## src/rtl/normalize_shift_seq.sv

```systemverilog
// Iterative leading-one normaliser: shifts a fraction left by up to STEP
// bits per cycle and adjusts its biased exponent, with an optional denormal clamp.
//
// Ports:
//   clk, rst            clock, asynchronous active-high reset
//   in_valid/in_ready   operand handshake (frac_in, exp_in)
//   flush               synchronous abort, wins over accept/retire
//   out_valid/out_ready result handshake
//   frac_out, exp_out   normalised fraction and adjusted exponent
//   shift_amt           total left shift applied
//   zero                input fraction was zero
//   denorm              clamp stopped shifting before MSB reached (CLAMP=1)
//   underflow           total shift exceeded exp_in (CLAMP=0)
module normalize_shift_seq #(
    parameter int WIDTH = 26,
    parameter int STEP  = 4,
    parameter int EXP_W = 8,
    parameter int CLAMP = 1,
    parameter int SHW   = $clog2(WIDTH + 1)
) (
    input  logic             clk,
    input  logic             rst,
    input  logic             in_valid,
    output logic             in_ready,
    input  logic [WIDTH-1:0] frac_in,
    input  logic [EXP_W-1:0] exp_in,
    input  logic             flush,
    output logic             out_valid,
    input  logic             out_ready,
    output logic [WIDTH-1:0] frac_out,
    output logic [EXP_W-1:0] exp_out,
    output logic [SHW-1:0]   shift_amt,
    output logic             zero,
    output logic             denorm,
    output logic             underflow
);

    // Common width for comparing exponent-sized and shift-sized quantities.
    localparam int HW = (EXP_W > SHW) ? EXP_W : SHW;

    typedef enum logic [1:0] {
        S_IDLE,
        S_SHIFT,
        S_DONE
    } state_t;

    state_t state_q, state_d;

    // Working registers
    logic [WIDTH-1:0] frac_q, frac_d;
    logic [EXP_W-1:0] exp_q, exp_d;
    logic [SHW-1:0]   amt_q, amt_d;
    logic [EXP_W-1:0] head_q, head_d;
    logic [EXP_W-1:0] expin_q, expin_d;

    // Result registers, only written on SHIFT->DONE
    logic [WIDTH-1:0] fo_q, fo_d;
    logic [EXP_W-1:0] eo_q, eo_d;
    logic [SHW-1:0]   sa_q, sa_d;
    logic             zero_q, zero_d;
    logic             den_q, den_d;
    logic             unf_q, unf_d;

    // Per-cycle shift evaluation
    logic [SHW-1:0]   lz_k;
    logic             lz_found;
    logic [SHW-1:0]   step_s;
    logic             is_zero;
    logic             is_norm;
    logic             at_limit;
    logic             finish;
    logic             unf_now;

    // Leading zeros within the top STEP bits; STEP when all are zero.
    always_comb begin
        lz_k     = SHW'(STEP);
        lz_found = 1'b0;
        for (int i = 0; i < STEP; i++) begin
            if (!lz_found && frac_q[WIDTH-1-i]) begin
                lz_k     = SHW'(i);
                lz_found = 1'b1;
            end
        end
    end

    always_comb begin
        is_zero  = (frac_q == '0);
        is_norm  = frac_q[WIDTH-1];
        at_limit = (CLAMP != 0) && (head_q == '0);
        finish   = is_zero || is_norm || at_limit;
        // Clamp the step to the remaining exponent headroom; headroom < k
        // means it is below STEP, so it fits the shift-amount width.
        if ((CLAMP != 0) && (HW'(head_q) < HW'(lz_k))) begin
            step_s = SHW'(head_q);
        end else begin
            step_s = lz_k;
        end
        unf_now = (CLAMP == 0) && (HW'(amt_q) > HW'(expin_q));
    end

    always_comb begin
        state_d = state_q;
        frac_d  = frac_q;
        exp_d   = exp_q;
        amt_d   = amt_q;
        head_d  = head_q;
        expin_d = expin_q;
        fo_d    = fo_q;
        eo_d    = eo_q;
        sa_d    = sa_q;
        zero_d  = zero_q;
        den_d   = den_q;
        unf_d   = unf_q;

        if (flush) begin
            state_d = S_IDLE;
        end else begin
            unique case (state_q)
                S_IDLE: begin
                    if (in_valid) begin
                        frac_d  = frac_in;
                        exp_d   = exp_in;
                        expin_d = exp_in;
                        amt_d   = '0;
                        head_d  = (exp_in == '0) ? '0 : exp_in - 1'b1;
                        state_d = S_SHIFT;
                    end
                end
                S_SHIFT: begin
                    if (finish) begin
                        fo_d    = frac_q;
                        eo_d    = exp_q;
                        sa_d    = amt_q;
                        zero_d  = is_zero;
                        den_d   = !is_zero && !is_norm && at_limit;
                        unf_d   = unf_now;
                        state_d = S_DONE;
                    end else begin
                        frac_d = frac_q << step_s;
                        exp_d  = exp_q - EXP_W'(step_s);
                        amt_d  = amt_q + step_s;
                        head_d = head_q - EXP_W'(step_s);
                    end
                end
                S_DONE: begin
                    if (out_ready) begin
                        state_d = S_IDLE;
                    end
                end
                default: begin
                    state_d = S_IDLE;
                end
            endcase
        end
    end

    always_ff @(posedge clk or posedge rst) begin
        if (rst) begin
            state_q <= S_IDLE;
            frac_q  <= '0;
            exp_q   <= '0;
            amt_q   <= '0;
            head_q  <= '0;
            expin_q <= '0;
            fo_q    <= '0;
            eo_q    <= '0;
            sa_q    <= '0;
            zero_q  <= 1'b0;
            den_q   <= 1'b0;
            unf_q   <= 1'b0;
        end else begin
            state_q <= state_d;
            frac_q  <= frac_d;
            exp_q   <= exp_d;
            amt_q   <= amt_d;
            head_q  <= head_d;
            expin_q <= expin_d;
            fo_q    <= fo_d;
            eo_q    <= eo_d;
            sa_q    <= sa_d;
            zero_q  <= zero_d;
            den_q   <= den_d;
            unf_q   <= unf_d;
        end
    end

    assign in_ready  = (state_q == S_IDLE);
    assign out_valid = (state_q == S_DONE);
    assign frac_out  = fo_q;
    assign exp_out   = eo_q;
    assign shift_amt = sa_q;
    assign zero      = zero_q;
    assign denorm    = den_q;
    assign underflow = unf_q;

endmodule

```

## config.mk

```make
export PLATFORM = sky130hd
export DESIGN_NAME = normalize_shift_seq
export DESIGN_NICKNAME = d
export VERILOG_FILES = /design/src/rtl/normalize_shift_seq.sv
export SDC_FILE = /design/constraint.sdc
export NUM_CORES = 1
export LEC_CHECK = 0
export ABC_AREA = 1
export CORE_UTILIZATION = 33
export DETAILED_ROUTE_END_ITERATION = 8
export GPL_ROUTABILITY_DRIVEN = 0
export SLEW_MARGIN = 20
export SYNTH_ARGS = -nofsm -noshare
export SYNTH_HDL_FRONTEND = slang
export SYNTH_SLANG_ARGS = --single-unit
```

## constraint.sdc

```tcl
create_clock -name clk -period 3.24 [get_ports clk]
set_input_delay 0.324 -clock clk [delete_from_list [all_inputs] [get_ports clk]]
set_output_delay 0.324 -clock clk [all_outputs]
set_load 0.05 [all_outputs]
```

==> run summary, run 1 <==
Post-DP HPWL - 11.6 mm
Final min period - 2.99 ns
Max rail drop VDD - 461 uV
first-pass GRT wire length - 26.3 mm
clk slew on worst S/H paths - 0.07 ns
Worst path most repeated cell - nand2_1
largest net degree at the start of global routing - 54
Synth Instances - 728
core box area - 0.0166 mm2
Initial Util - 33.9%
initial drt markers - 355
Arrival @ worst endpoint - 3.27 ns
number of enable flip-flop cells after synthesis - 0
Routed Antenna Nets - 0
ys flop type - dfrtp_1
filler cell count - 1706
Residual DRC - 0
vias in the first global route - 4892
Vias - 5307
drt via density - 5.13
port bufs - 81
FF/Latch Area - 0.00225 mm2
total global-route track usage - 19.1%
DRT Pass-1 Iters - 6
grt ovf - 0
chip height - 133 um
synthesized area per cell - 7.73 um2
Final Setup Violations - 0
RSZ-0062 raised after global routing - false
CP max-delay cell - fa_1
wire per inst - 15.6 um
Pwr Density - 1120 mW/mm2
cell taking the most area after synthesis - dfrtp_1
CP Class - reg -> reg
Tightest Hold Check Type - in -> async
Die Wd - 133 um
n_diodes - 0
Worst Tran Pin Value - 0.697 ns
final worst slack - 0.252 ns
Synth top area share - 40.0%
synthesized area - 0.00562 mm2
wirelength, routed - 16.1 mm
Yosys cell types - 44
endpoints failing hold - 0
Leak - 3.18 nW
Multi-input gate area - 0.00296 mm2
clk buf depth - 2
htree depth - 3
# rows - 47
Setup crit end kind - flip-flop
crit-path max FO - 6
crit start category - flip-flop
register area share after synthesis - 40.0%
initial antenna violation count - 0
final hold slack - 0.366 ns
Area contributors post-synth - dfrtp_1, nand3_1, nand2_1
Fmax - 0.335 GHz
crit-path cells - inv_1 -> nand2_1 -> nor2_2 -> inv_1 -> ha_1 -> nand2_1 -> nand2_1 -> nand2_2 -> nand2_4 -> nand2_4 -> nand2_2 -> ha_1 -> fa_1 -> inv_1 -> a31oi_1 -> nor2_1 -> nor3_1 -> xor2_1 -> o21ai_0 -> nand2_1 -> o21ai_0
post-layout net count - 866
Clock Sink Count - 90
Max Slew Vio Count - 0
Async S/R FF share, synth - 100%
Area growth syn-to-layout - 25.5%
period utilization - 92.2%
Setup Skew - 0.0114 ns
total CTS buffers - 9
Worst Path Required - 3.52 ns
Top Ports - 83
Skew-Pair Late Insertion Delay - 0.36 ns
TritonCTS clock tree - yes
yosys warns - 0
layout cells sized above 1 - 11.2%
total power - 7.88 mW
Synth Register Bits - 90
clock root buffer - clkbuf_16
status - finished clean
die area - 0.0176 mm2
Placement Setup Slack - 0.147 ns
Max stage delay on crit path - 0.41 ns
total of max-cap violations - 0
Sum Neg Setup Slack - 0 ns
relative slew slack - 53.5%
-- routing by layer --
metal,vias up,global-route usage [%],routed length [um]
li1,2628,-,-
met1,2503,27.9,7940
met2,161,27.9,6920
met3,15,3.52,975
met4,0,7.02,273
met5,-,0,0
-- worst max-delay path: cells and delay by family, from the launching register on --
| family | cells | cell delay, ns |
|---|---|---|
| AOI/OAI and AO/OA | 3 | 0.30 |
| xor gates and xnor gates | 1 | 0.13 |
| adders and majority gates | 3 | 0.90 |
| buffers and inverters | 3 | 0.25 |
| DFF | 1 | 0.39 |
| and+or+nand+nor | 11 | 0.94 |
-- sequential cells by signal, summed over array words and instances, names as in the netlist --
register	flops
state_q	2
amt_q	5
shift_amt	5
zero	1
denorm	1
head_q	8
exp_out	8
frac_q	26
frac_out	26
exp_q	8
-- where the power goes --
part,switching (mW),leakage [nW],internal (mW)
registers,0.389,1.05,1.64
clock network,0.485,0.150,0.628
logic,3.09,1.98,1.64
total,3.97,3.18,3.91
-- kinds of logic after synthesis --
family	share of synthesized area (%)
AND/OR/NAND/NOR	29.9
AO/OA/AOI/OAI	13.4
buffers and inverters	7.83
flip-flops	40.0
adder cells (fa/ha/maj)	4.40
multiplexers	2.60
XOR/XNOR	1.71
other	0.134
-- synthesized netlist by cell type (all sizes together) (6+ instances only) --
library cell	number
nand3	131
nand2	129
dfrtp	90
nor2	85
inv	62
a21oi	61
o21ai	26
buf	25
a22oi	24
ha	15
clkbuf	13
mux2	13
nor3	9
xor2	8
nand4	6
-- placed cells by master (no fill, tap or decap), drive strengths merged, types with 4 or more instances in the layout --
master / synthesis / final
a21oi: 61 / 61
a22oi: 24 / 24
a31oi: 5 / 5
buf: 25 / 25
clkbuf: 13 / 10
clkdlybuf4s50: 0 / 81
conb: 2 / 4
dfrtp: 90 / 90
ha: 15 / 15
inv: 62 / 63
mux2: 13 / 13
nand2: 129 / 129
nand3: 131 / 131
nand4: 6 / 6
nor2: 85 / 85
nor3: 9 / 9
o21ai: 26 / 26
xor2: 8 / 8
-- final timing paths --
kind,to,from,slack (ns),cells past startpoint
max,exp_q[6]$_DFFE_PP0P_,frac_q[24]$_DFFE_PP0P_,0.25,21
min,exp_q[2]$_DFFE_PP0P_,rst,0.37,2
max reg2reg,exp_q[6]$_DFFE_PP0P_,frac_q[24]$_DFFE_PP0P_,0.25,21
min reg2reg,exp_out[4]$_DFFE_PP0P_,exp_out[4]$_DFFE_PP0P_,0.51,1
max in group asynchronous,frac_q[13]$_DFFE_PP0P_,rst,2.16,3
min in group clk,exp_out[4]$_DFFE_PP0P_,exp_out[4]$_DFFE_PP0P_,0.51,1
-- stage by stage --
stage	cell area [um2]	util [%]	cells
6_report	7060	42.6	1034
5_1_grt	7060	42.6	1034
4_1_cts	7010	42.3	1030
3_5_place_dp	6700	40.4	1014
3_3_place_gp	6700	40.4	1014
2_1_floorplan	5630	-	730
-- timing repair --
| action | CTS | global route |
|---|---|---|
| hold buffers | 0 | 0 |
| endpoints found under the setup margin | 0 | 4 |
| endpoints found under the hold margin | 0 | 0 |
| resized for setup | 0 | 4 |
| setup buffers | 0 | 4 |
-- layout make-up --
class	count	share of cell area [%]
clock inverters	6	1.03
multi-input cells	540	42.0
repair buffers	106	14.5
well taps	220	3.90
inverters	62	3.32
clock buffers	10	3.39
flip-flops and latches	90	31.9
(Power assumes the default switching activity.)
==> run 2: changes to the inputs <==
CTS_BUF_LIST = sky130_fd_sc_hd__clkbuf_16   (was not set)
CTS_CLUSTER_SIZE = 8   (was not set)
==> run 2 against run 1 <==
Compared with the run above:
- sequential power barely moved
- non-clock buffer count unchanged
- utilization shrank 0.060 points
- sequential cell count stayed put
- first-iteration DRC count grew 1.1%
- worst setup slack better by 0.0049 ns
- cell area fell by 0.14%
- register-to-register slack hardly changed
- fmax increased by 0.16%
- die area unchanged
- largest cell class unchanged
- highest routed layer unchanged
==> run summary, run 2 (synthesis results as in run 1) <==
Die Wd - 133 um
chip height - 133 um
Finished Cell Area - 0.00705 mm2
endpoints failing hold - 0
total power - 7.85 mW
reg2reg end - exp_q[6]$_DFFE_PP0P_
core box area - 0.0166 mm2
port bufs - 81
largest net degree at the start of global routing - 54
Top Ports - 83
vias in the first global route - 4892
post-layout net count - 866
Max rail drop VDD - 460 uV
Fmax - 0.335 GHz
clk buf depth - 2
most frequent cells in the layout - nand3_1, nand2_1, dfrtp_1
total CTS buffers - 9
wire per inst - 15.6 um
n_diodes - 0
die area - 0.0176 mm2
Non-Filler Instances - 1034
Worst Tran Pin Value - 0.698 ns
final worst slack - 0.257 ns
filler cell count - 1709
htree depth - 3
grt ovf - 0
Vias - 5283
Skew-Pair Late Insertion Delay - 0.36 ns
final core occ - 42.5%
period utilization - 92.1%
crit start category - flip-flop
Routed Antenna Nets - 0
Area growth syn-to-layout - 25.3%
initial antenna violation count - 0
Setup crit end kind - flip-flop
Max Slew Vio Count - 0
Tightest Hold Check Type - in -> async
Reg-to-Reg Start - frac_q[24]$_DFFE_PP0P_
placed cell count - 1014
DRT Pass-1 Iters - 5
drt via density - 5.11
Placement Setup Slack - 0.147 ns
status - finished clean
most common cell after layout, fill and taps aside - nand3_1
Leak - 3.18 nW
Pwr Density - 1110 mW/mm2
CP Class - reg -> reg
Worst Path Required - 3.52 ns
# rows - 47
Post-DP HPWL - 11.6 mm
total global-route track usage - 19.1%
Residual DRC - 0
wirelength, routed - 16.1 mm
DP Area - 0.00670 mm2
clk slew on worst S/H paths - 0.07 ns
total of max-cap violations - 0
layout cells sized above 1 - 11.1%
FF/Latch Area - 0.00225 mm2
Multi-input gate area - 0.00296 mm2
Arrival @ worst endpoint - 3.26 ns
Final min period - 2.98 ns
final hold slack - 0.365 ns
initial drt markers - 359
TritonCTS clock tree - yes
Setup Skew - 0.0122 ns
Final Setup Violations - 0
RSZ-0062 raised after global routing - false
Sum Neg Setup Slack - 0 ns
crit-path max FO - 6
Initial Util - 33.9%
relative slew slack - 53.5%
Worst R2R Path Depth - 21
clock root buffer - clkbuf_16
Clock Sink Count - 90
Worst R2R Setup Slack - 0.26 ns
first-pass GRT wire length - 26.2 mm
## run 2: cell types whose count changed in the layout (fill, tap and decap cells not counted), sizes merged
cell	change
clkinv	+1
clkbuf	-1
## run 2: power by group
group          switching, mW  internal, mW  total (mW)
Clock                  0.484         0.604        1.09
Combinational           3.09          1.64        4.73
Sequential             0.389          1.64        2.03
Total                   3.96          3.89        7.85
## run 2: final cells by class
type	instances	area share, %
inverters	62	3.32
clock inverters	7	1.08
well taps	220	3.91
clock buffers	9	3.20
flip-flops and latches	90	32.0
multi-input cells	540	42.0
repair buffers	106	14.5
## run 2: worst max-delay path by stage
stage | to | from | cells past startpoint | slack, ns
floorplan | exp_q[7]$_DFFE_PP0P_ | frac_q[22]$_DFFE_PP0P_ | 21 | 0.06
global placement | exp_q[7]$_DFFE_PP0P_ | frac_q[22]$_DFFE_PP0P_ | 20 | 0.24
detailed placement | exp_q[7]$_DFFE_PP0P_ | frac_q[24]$_DFFE_PP0P_ | 20 | 0.15
CTS | exp_q[7]$_DFFE_PP0P_ | frac_q[24]$_DFFE_PP0P_ | 20 | 0.16
global route | exp_q[6]$_DFFE_PP0P_ | frac_q[24]$_DFFE_PP0P_ | 21 | 0.0002
finish | exp_q[6]$_DFFE_PP0P_ | frac_q[24]$_DFFE_PP0P_ | 21 | 0.26
## run 2: critical path, cell delays in order (launching register included)
cell     delay [ns]
dfrtp_1        0.39
inv_1          0.10
nand2_1        0.09
nor2_2         0.12
inv_1          0.07
ha_1           0.27
nand2_1        0.06
nand2_1        0.05
nand2_2        0.14
nand2_4        0.10
nand2_4        0.06
nand2_2        0.08
ha_1           0.22
fa_1           0.41
inv_1          0.07
a31oi_1        0.09
nor2_1         0.12
nor3_1         0.07
xor2_1         0.13
o21ai_0        0.14
nand2_1        0.06
o21ai_0        0.07
## run 2: what timing repair did
item | CTS | global route
resized for setup | 0 | 4
endpoints found under the setup margin | 0 | 4
buffers inserted | 0 | 4
hold buffers | 0 | 0
## run 2: per-layer routing
layer  GRT usage (%)  wire [um]  up-vias
met5               0          0        -
met4            7.02        273        0
met3            3.52        928       15
met2            27.8       6910      156
met1            27.9       7980     2486
li1                -          -     2626
==> run 3: changes to the inputs <==
RECOVER_POWER = 100   (was not set)
==> run 3 against run 2 <==
Compared with the run above:
- critical path depth did not move
- sequential share of layout area rose by 0.068 points
- the flow now finishes with violations (capacitance limit, slew limit)
- critical endpoint unchanged
- first-iteration DRC count fell by 4.7%
- count of clock-buffer cells in the layout did not move
- worst hold slack improved by 0.14 ns
- power fell by 1.5%
- cell area fell by 0.21%
- highest routed layer unchanged
- register-to-register slack barely moved
==> run summary, run 3 (synthesis results as in run 1) <==
Initial Util - 33.9%
Worst Path Required - 3.52 ns
Non-Filler Instances - 1034
Post-DP HPWL - 11.6 mm
relative slew slack - -18.3%
net switching power - 3.95 mW
M1 wire length - 8.01 mm
Setup Skew - 0.0121 ns
Max Slew Vio Count - 38
Fmax - 0.335 GHz
Logic pwr share - 59.8%
Die Wd - 133 um
final hold slack - 0.505 ns
Worst Tran Pin Value - 1.76 ns
CTS Hold Bufs - 0
Vias - 5325
top sig layer - met4
crit start category - flip-flop
Residual DRC - 0
vias in the first global route - 4892
grt ovf - 0
chip height - 133 um
clk buf depth - 2
CP Class - reg -> reg
Routed Antenna Nets - 0
most frequent cells in the layout - nand3_1, nand2_1, dfrtp_1
total global-route track usage - 19.1%
Final Setup Violations - 0
crit-path max FO - 6
htree depth - 3
reg2reg end - exp_q[6]$_DFFE_PP0P_
port bufs - 81
Worst Hold Endpoint - shift_amt[3]$_DFFE_PP0P_
first-pass GRT wire length - 26.2 mm
layout cells sized above 1 - 10.6%
Hold Path Depth - 1
Pint - 3.79 mW
placed cell count - 1014
Area growth syn-to-layout - 25.0%
DRT Pass-1 Iters - 5
Final min period - 2.99 ns
Reg-to-Reg Start - frac_q[24]$_DFFE_PP0P_
post-layout net count - 866
n_diodes - 0
die area - 0.0176 mm2
total of max-cap violations - 1
Max rail drop VDD - 439 uV
sequential power share - 26.1%
initial drt markers - 342
core box area - 0.0166 mm2
TritonCTS clock tree - yes
endpoints failing hold - 0
wire per inst - 15.6 um
clock root buffer - clkbuf_16
min-delay src - shift_amt[3]$_DFFE_PP0P_
Clock Sink Count - 90
initial antenna violation count - 0
# rows - 47
Clock power frac - 14.1%
switch share - 51.0%
total CTS buffers - 9
most common cell after layout, fill and taps aside - nand3_1
status - finished with violations
drt via density - 5.15
Worst R2R Path Depth - 21
Setup crit end kind - flip-flop
WL met3 - 954 um
Skew-Pair Late Insertion Delay - 0.36 ns
Tightest Hold Check Type - reg -> reg
period utilization - 92.2%
Sum Neg Setup Slack - 0 ns
met2 wire length - 6.89 mm
Leak - 3.18 nW
Arrival @ worst endpoint - 3.27 ns
failing checks - capacitance limit, slew limit
Top Ports - 83
wirelength, routed - 16.1 mm
largest net degree at the start of global routing - 54
Pwr Density - 1100 mW/mm2
Worst R2R Setup Slack - 0.25 ns
clk slew on worst S/H paths - 0.07 ns
## run 3: cell types whose count changed in the layout (fill, tap and decap cells not counted), sizes merged
cell,before,now
clkdlybuf4s50,81,37
buf,25,23
clkinv,4,3
clkbuf,9,11
dlygate4sd3,0,44
clkinvlp,1,2
## run 3: per-stage QoR
stage	total power [mW]	utilization, %	setup slack (ns)	cell area, um2
floorplan	5.44	-	0.0608	5630
global placement	6.69	40.4	0.243	6700
detailed placement	6.73	40.4	0.147	6700
CTS	7.84	42.2	0.157	7000
global route	8.36	42.4	-0.00721	7030
finish	7.74	42.4	0.252	7030
## run 3: per-layer routing
layer	global-route usage, %	up-vias
met1	27.9	2523
li1	-	2634
met2	27.8	153
met5	0	-
met3	3.52	15
met4	7.02	0
## run 3: power by group through the flow
stage	sequential, mW	clock (mW)	combinational (mW)
4_1_cts	2.03	1.11	4.70
2_1_floorplan	2.81	0	2.63
5_1_grt	2.10	1.16	5.11
3_3_place_gp	2.04	0	4.65
6_report	2.02	1.09	4.63
3_5_place_dp	2.05	0	4.68
## run 3: worst max-delay path, cell delays in order (launching register included)
cell	delay (ns)
dfrtp_1	0.39
inv_1	0.10
nand2_1	0.09
nor2_2	0.12
inv_1	0.07
ha_1	0.27
nand2_1	0.06
nand2_1	0.05
nand2_2	0.14
nand2_4	0.09
nand2_4	0.06
nand2_2	0.08
ha_1	0.22
fa_1	0.41
inv_1	0.08
a31oi_1	0.09
nor2_1	0.12
nor3_1	0.07
xor2_1	0.13
o21ai_0	0.14
nand2_1	0.06
o21ai_0	0.07
## run 3: worst max path at each step
stage	start	to
floorplan	frac_q[22]$_DFFE_PP0P_	exp_q[7]$_DFFE_PP0P_
global placement	frac_q[22]$_DFFE_PP0P_	exp_q[7]$_DFFE_PP0P_
detailed placement	frac_q[24]$_DFFE_PP0P_	exp_q[7]$_DFFE_PP0P_
CTS	frac_q[24]$_DFFE_PP0P_	exp_q[7]$_DFFE_PP0P_
global route	frac_q[22]$_DFFE_PP0P_	exp_q[6]$_DFFE_PP0P_
finish	frac_q[24]$_DFFE_PP0P_	exp_q[6]$_DFFE_PP0P_
## run 3: area by class of cell
cell class / count / area, um2
Clock buffer: 9 / 225
Clock inverter: 7 / 76.3
Fill cell: 1711 / 9550
Inverter: 62 / 234
Multi-Input combinational cell: 540 / 2950
Sequential cell: 90 / 2250
Tap cell: 220 / 275
Timing Repair Buffer: 106 / 1020
## run 3: repair_timing
item,in CTS,in global routing
buffers inserted,0,4
gates resized for setup,0,4
endpoints found under the setup margin,0,4
